$ cat src/rtl/slow_meter.sv
`default_nettype none
//------------------------------------------------------------------------------
// Module      : slow_meter
// Description : Measures a slow square wave that is asynchronous to CLOCK.
//               SLOW_IN is synchronised, and its rising edges are detected.
//               The block reports the rising-to-rising interval (PERIOD) and
//               the number of cycles the input was high in that interval
//               (HIGH_TIME), both counted in CLOCK cycles.
// Ports       : CLOCK      - single clock, rising edge
//               RESET      - asynchronous, active-high reset
//               SLOW_IN    - signal under measurement (asynchronous)
//               ENABLE     - measurement enable (synchronous)
//               PERIOD     - last measured interval, WIDTH bits
//               HIGH_TIME  - high cycles within that interval, WIDTH bits
//               VALID      - one-cycle pulse when PERIOD/HIGH_TIME update
//               TIMEOUT    - sticky: no rising edge within 2^WIDTH-1 cycles
// Revision    : 1.0 - initial release
//------------------------------------------------------------------------------
module slow_meter #(
    parameter int WIDTH       = 24,
    parameter int SYNC_STAGES = 2
) (
    input  logic             CLOCK,
    input  logic             RESET,
    input  logic             SLOW_IN,
    input  logic             ENABLE,
    output logic [WIDTH-1:0] PERIOD,
    output logic [WIDTH-1:0] HIGH_TIME,
    output logic             VALID,
    output logic             TIMEOUT
);

    localparam logic [WIDTH-1:0] c_cnt_max = '1;
    localparam logic [WIDTH-1:0] c_one     = {{(WIDTH-1){1'b0}}, 1'b1};

    typedef enum logic [1:0] {
        ST_IDLE    = 2'd0,
        ST_ARM     = 2'd1,
        ST_MEASURE = 2'd2
    } state_t;

    state_t                 r_state;
    logic [SYNC_STAGES-1:0] r_sync;
    logic                   r_prev;
    logic [WIDTH-1:0]       r_cnt;
    logic [WIDTH-1:0]       r_hcnt;

    logic                   w_s;
    logic                   w_edge;

    assign w_s    = r_sync[SYNC_STAGES-1];
    assign w_edge = w_s & ~r_prev;

    // Synchroniser and edge-history flop run regardless of ENABLE so that an
    // edge can be recognised on the very first enabled cycle.
    always_ff @(posedge CLOCK or posedge RESET) begin
        if (RESET) begin
            r_sync <= '0;
            r_prev <= 1'b0;
        end else begin
            r_sync <= {r_sync[SYNC_STAGES-2:0], SLOW_IN};
            r_prev <= w_s;
        end
    end

    always_ff @(posedge CLOCK or posedge RESET) begin
        if (RESET) begin
            r_state   <= ST_IDLE;
            r_cnt     <= '0;
            r_hcnt    <= '0;
            PERIOD    <= '0;
            HIGH_TIME <= '0;
            VALID     <= 1'b0;
            TIMEOUT   <= 1'b0;
        end else begin
            VALID <= 1'b0;
            // Disable overrides everything, including an edge this cycle.
            if (!ENABLE) begin
                r_state <= ST_IDLE;
                r_cnt   <= '0;
                r_hcnt  <= '0;
                TIMEOUT <= 1'b0;
            end else begin
                case (r_state)
                    ST_IDLE: begin
                        r_cnt   <= '0;
                        r_hcnt  <= '0;
                        r_state <= ST_ARM;
                    end
                    ST_ARM: begin
                        // First edge only opens the interval; nothing to report.
                        if (w_edge) begin
                            r_cnt   <= c_one;
                            r_hcnt  <= c_one;
                            r_state <= ST_MEASURE;
                        end
                    end
                    ST_MEASURE: begin
                        // The edge cycle itself starts the next interval, and
                        // S is high on it, so both counts restart at one.
                        if (w_edge) begin
                            PERIOD    <= r_cnt;
                            HIGH_TIME <= r_hcnt;
                            VALID     <= 1'b1;
                            TIMEOUT   <= 1'b0;
                            r_cnt     <= c_one;
                            r_hcnt    <= c_one;
                        end else if (r_cnt == c_cnt_max) begin
                            TIMEOUT <= 1'b1;
                            r_cnt   <= '0;
                            r_hcnt  <= '0;
                            r_state <= ST_ARM;
                        end else begin
                            r_cnt <= r_cnt + c_one;
                            // HCNT only advances alongside CNT, so it can never
                            // exceed CNT and never wraps.
                            if (w_s) begin
                                r_hcnt <= r_hcnt + c_one;
                            end
                        end
                    end
                    default: begin
                        r_state <= ST_IDLE;
                    end
                endcase
            end
        end
    end

endmodule
`default_nettype wire

$ cat config.mk
export PLATFORM = sky130hd
export DESIGN_NAME = slow_meter
export DESIGN_NICKNAME = d
export VERILOG_FILES = /design/src/rtl/slow_meter.sv
export SDC_FILE = /design/constraint.sdc
export NUM_CORES = 1
export LEC_CHECK = 0
export BUFFER_PORTS_ARGS = -buffer_cell sky130_fd_sc_hd__buf_2
export CAP_MARGIN = 15
export CELL_PAD_IN_SITES_DETAIL_PLACEMENT = 0
export CELL_PAD_IN_SITES_GLOBAL_PLACEMENT = 1
export CORE_MARGIN = 2
export CORE_UTILIZATION = 45
export CTS_BUF_LIST = sky130_fd_sc_hd__clkbuf_4 sky130_fd_sc_hd__clkbuf_8 sky130_fd_sc_hd__clkbuf_16
export DETAILED_ROUTE_END_ITERATION = 8
export GPL_TIMING_DRIVEN = 0
export PLACE_DENSITY_LB_ADDON = 0.1
export SYNTH_ARGS = -nofsm -noshare
export SYNTH_HDL_FRONTEND = slang
export SYNTH_SLANG_ARGS = --single-unit
$ cat constraint.sdc
create_clock -name CLOCK -period 3.8 [get_ports CLOCK]
set_input_delay 0.19 -clock CLOCK [delete_from_list [all_inputs] [get_ports CLOCK]]
set_output_delay 0.19 -clock CLOCK [all_outputs]
set_load 0.02 [all_outputs]
; ---- After elaboration in Yosys (flattened, before gate mapping)
; Index checks and enable logic that the tools add are counted.
[totals]
regBits = 103
input_bits = 4
out_inout_bits = 50
word_cells = 51
[classes]
n_addsub = 2
eq_ne = 10
mux = 22
bitwise = 2
reduce_logical = 6
[ops]
columns = operator, n
row1 = $mux W24, 8
row2 = $pmux W24 S3, 2
row3 = $add A24 B1 Y24 const B, 2
row4 = $eq A24 B24 Y1 const B, 1
row5 = $ne A3 B3 Y1 const B, 3
row6 = $reduce_and A3 Y1, 3
row7 = $mux W2, 4
row8 = $mux W1, 7
row9 = $pmux W2 S3, 1
row10 = $ne A5 B5 Y1 const B, 1
row11 = $ne A4 B1 Y1 const B, 1
row12 = $reduce_and A2 Y1, 2
row13 = $ne A3 B1 Y1 const B, 1
row14 = $eq A2 B1 Y1 const B, 1
row15 = $eq A2 B2 Y1 const B, 1
row16 = $logic_not A2 Y1, 1
row17 = $ne A2 B1 Y1 const B, 1
row18 = $and A1 B1 Y1, 1
row19 = $not A1 Y1, 1

; ---- Longest topological paths before layout
[logic_depth]
ltp_word = 6
ltp_mapped = 10
mapped_depth_nobuf = 7

; ---- Least setup slack after synthesis
; No wires, ideal clock.
[synth_timing]
path_kind = register to register
from = register r_state[0]
to = register r_hcnt[12]
setup_ns = 0.077
arrival_ns = 2.156
required_time_ns = 3.723
setup_slack_ns = 1.566
path_stages_with_launch = 10
path_buffers = 2
period_less_slack_ns = 2.234
path_cell_list = dfrtp_1 inv_1 ha_1 buf_2 nor3_1 a21o_1 buf_2 a211o_1 or4_1 a21oi_1
[synth_via]
elab_chain_len = 3
elab_cells_between_ends = 9
classes_between = 5 x eq/ne / 2 x mux / 2 x reduce/logical
[synth_rtl]
columns = item, line_no
row1 = "start, declared", 42  ; state_t r_state;
row2 = "start signal, assigned", 68  ; r_state <= ST_IDLE;
row3 = "start signal, assigned", 79  ; r_state <= ST_IDLE;
row4 = "start signal, assigned", 88  ; r_state <= ST_ARM;
row5 = "$eq A2 B2 Y1, or another cell as far along", 84  ; case (r_state)
row6 = "$ne A5 B5 Y1 (no line), or another cell as far along", -
row7 = $reduce_and A3 Y1 (no line) or $mux W24 (tied branches), -
row8 = "end signal, assigned", 94  ; r_hcnt <= c_one;
row9 = "end signal, assigned", 107  ; r_hcnt <= c_one;
row10 = "end signal, assigned", 118  ; r_hcnt <= r_hcnt + c_one;
row11 = "end, declared", 46  ; logic [WIDTH-1:0] r_hcnt;
; Several ways; a longest one is shown, not always the timed one.
; A chain may end at the register's enable or synchronous reset.

; ---- Worst setup path in the final report
[layout_timing]
from = register r_state[0]
to = register r_hcnt[21]
; Same word-level chain as after synthesis.

==> results.cfg <==
[floorplan]
num_rows = 38
io_pins = 54
initial_utilization_pct = 45.9
core_area_um2 = 10800
die_height_um = 109
dieWidth_um = 109
die_area_um2 = 11900

[yosys]
synth.yosys.seq_area_share_pct = 52.1
synth_area_per_cell_um2 = 9.20
synth_cell_type_count = 50
postSynth.asyncResetShare_pct = 100
synth_area_um2 = 4950
syn-instance-count = 538
synth_area_leaders = sky130_fd_sc_hd__dfrtp_1 (52%), sky130_fd_sc_hd__nand2_1 (12%), sky130_fd_sc_hd__nand3_1 (2.2%), sky130_fd_sc_hd__a21oi_1 (1.9%), sky130_fd_sc_hd__o21ai_0 (1.8%)
cell_taking_the_most_area_after_synthesis = sky130_fd_sc_hd__dfrtp_1
yosysWarningCount = 0
dominantRegCellSynth = sky130_fd_sc_hd__dfrtp_1
synth_enable_flop_cells = 0
post-synth-top-area-fraction_pct = 52.1
synth.ff_latch_count = 103
syn_nets = 548

[route]
first_iter_violations = 211
drtPass1Iterations = 4
wl_um = 12600
route.vias.total = 4211
routed_via_density = 5.62
routed_wire_length_per_instance_um = 16.8
post-route-drc-count = 0
ant_nets = 0

[critical_path]
critical_path.reg2reg.startpoint = r_state[0]$_DFFE_PP0P_
critPathLaunchType = register
worst_setup_ep_type = register
worstPathMaxFanout = 10
worst_ep_required_time_ns = 4.10
cp.arrival_ns = 3.20
critical_path.startpoint = r_state[0]$_DFFE_PP0P_
critPathKind = register to register

[power_and_ir_drop]
total_leakage_power_nw = 2.71
power.share.clock_pct = 30.1
total_internal_power_w = 0.00159
ir_worst_vdd_uv = 179
power.share.switching_pct = 32.9
cellPowerDensity_nw_per_um2 = 419
comb_power_share_pct = 21.5
switching_power_w = 0.000777
sequentialPowerShare_pct = 48.4

[clock_tree]
cts.path.max_buffers = 2
cts_tree = yes
cts_inserted_buffers = 9
clock_sinks = 103
clk-insertion-delay-late_ns = 0.38
clock-root-buffer = sky130_fd_sc_hd__clkbuf_8
clock_tree.htree_level_count = 3
postCtsResizedCells = 0
clk_pin_slew_ns = 0.10

[sta]
final-hold-violation-count = 0
timing.final.crit_share_pct = 76.5
setup_repair_after_global_routing_missed_its_margin = false
slew_headroom_pct = 49.9
setup-violations-final = 0
worst_pin_slew_ns = 0.752
fin_worst_hold_slack_ns = 0.326
clock_skew_ns = 0.00848
fin_tns_setup_ns = 0
final_period_minus_worst_setup_slack_ns = 2.91
final-max-slew-violation-count = 0
timing.fmax_ghz = 0.344

[cells_and_area]
nets = 615
layout-drive-gt1-share_pct = 14.3
p_r_area_growth_vs_syn_pct = 13.9
antenna_cells = 0

[placed_design]
numPortBuffers = 53
detailed_place_hpwl_um = 8800
gpl.final_weighted_congestion = 0.883

[grt]
global_route.usage.total_pct = 22.9
grt_pass1_vias = 4228
grt_first_pass_wirelength_um = 21100
grt.overflow.total = 0
largest_net_degree_at_the_start_of_global_routing = 54
antenna_found_initial = 0

[worst_hold_path]
path_type_of_the_worst_min_delay_path = input port to register
hold_path.startpoint = ENABLE

[run_status]
run_status = finished clean

[run]
cap_violations = 0
## registers in the layout, indices dropped and copies added (netlist names)
signal     count
HIGH_TIME     24
r_cnt         24
r_hcnt        24
r_sync         2
VALID          1
r_prev         1
r_state        2
TIMEOUT        1
PERIOD        24
## cells by family (layout without fill, tap and decap cells)
group                    Yosys count  in the layout  share of synthesized area (%)
adder cells (fa/ha/maj)            6              6                           1.52
AND/OR/NAND/NOR                  264            264                           24.4
flip-flops                       103            103                           52.1
buffers and inverters             43            114                           3.79
XOR/XNOR                          13             13                           2.30
AO/OA/AOI/OAI                    104            104                           14.9
multiplexers                       5              5                           1.01
## metal layers
layer  share of wire [%]  track usage (%)  vias to the layer above
li1                    -                -                     2033
met1                  45             29.6                     2085
met2                  50             39.2                       78
met3                 3.6             3.41                       15
met4                 1.3             7.60                        0
met5                   0                0                        -
## cell usage in the layout (no fill, tap or decap), types with 10 or more instances in the layout
cell                       count
sky130_fd_sc_hd__a21oi_1      19
sky130_fd_sc_hd__and4_1       10
sky130_fd_sc_hd__buf_2        62
sky130_fd_sc_hd__clkbuf_1     17
sky130_fd_sc_hd__clkbuf_8     11
sky130_fd_sc_hd__dfrtp_1     103
sky130_fd_sc_hd__inv_1        12
sky130_fd_sc_hd__nand2_1     159
sky130_fd_sc_hd__nand3_1      22
sky130_fd_sc_hd__nor2_1       23
sky130_fd_sc_hd__o21ai_0      18
sky130_fd_sc_hd__o31ai_1      10
## area by class of cell
class                   count  area, µm²
fillers                  1053       5160
clock inverters             4       45.0
flip-flops and latches    103       2580
multi-input cells         392       2180
clock buffers              11        151
plain buffers              29        135
inverters                  14       55.1
repair buffers             56        313
well taps                 140        175
## through the flow
| stage | instances | power (W) | instance area, µm² | utilization, % | setup slack, ns |
|---|---|---|---|---|---|
| floorplan | 538 | 0.00150 | 4950 | - | 0.906 |
| global placement | 731 | 0.00166 | 5390 | 49.9 | -0.384 |
| detailed placement | 732 | 0.00167 | 5420 | 50.2 | 0.985 |
| CTS | 749 | 0.00238 | 5640 | 52.2 | 0.960 |
| global route | 749 | 0.00248 | 5640 | 52.2 | 0.702 |
| finish | 749 | 0.00236 | 5640 | 52.2 | 0.892 |
## power by group through the flow
| stage | clock [W] | combinational [W] | sequential [W] |
|---|---|---|---|
| 2_1_floorplan | 0 | 0.000339 | 0.00116 |
| 3_3_place_gp | 0 | 0.000493 | 0.00116 |
| 3_5_place_dp | 0 | 0.000507 | 0.00116 |
| 4_1_cts | 0.000728 | 0.000509 | 0.00114 |
| 5_1_grt | 0.000768 | 0.000561 | 0.00115 |
| 6_report | 0.000712 | 0.000508 | 0.00114 |
## worst max-delay path: stages (launching register included)
cell and delay [ns]:
sky130_fd_sc_hd__dfrtp_1 0.42, sky130_fd_sc_hd__inv_1 0.10, sky130_fd_sc_hd__ha_1 0.19, sky130_fd_sc_hd__buf_2 0.18, sky130_fd_sc_hd__nor3_1 0.32, sky130_fd_sc_hd__a21oi_2 0.18, sky130_fd_sc_hd__nor2_1 0.15, sky130_fd_sc_hd__clkbuf_1 0.45
sky130_fd_sc_hd__clkbuf_1 0.48, sky130_fd_sc_hd__o41ai_1 0.17, sky130_fd_sc_hd__a21oi_1 0.18
## synthesized netlist by cell type, drive strengths merged (3+ instances only)
master	n
a2111oi	5
a211oi	10
a21o	6
a21oi	20
a22o	5
and2	3
and3	5
and4	10
buf	12
clkbuf	17
dfrtp	103
ha	6
inv	13
mux2i	5
nand2	159
nand2b	4
nand3	22
nand4	9
nand4b	4
nor2	23
nor3	7
o2111ai	4
o211ai	4
o21ai	18
o22ai	5
o2bb2ai	3
o31ai	10
o41ai	5
or3	4
or4	9
xnor2	9
xor2	4
## final timing paths
check	cells after the start	slack, ns	endpoint
setup / recovery	10	0.89	r_hcnt[21]$_DFFE_PP0P_
hold / removal	4	0.33	r_hcnt[22]$_DFFE_PP0P_
setup reg to reg	10	0.89	r_hcnt[21]$_DFFE_PP0P_
hold reg to reg	0	0.36	r_sync[1]$_DFF_PP0_
max in group asynchronous	4	2.66	r_cnt[18]$_DFFE_PP0P_
min in group asynchronous	3	0.45	PERIOD[4]$_DFFE_PP0P_
## repair_timing
| item | CTS | global route |
|---|---|---|
| buffers inserted | 0 | 0 |
| hold buffers | 2 | 0 |
| endpoints found under the hold margin | 51 | 0 |
Power figures use the tool's default switching activity.
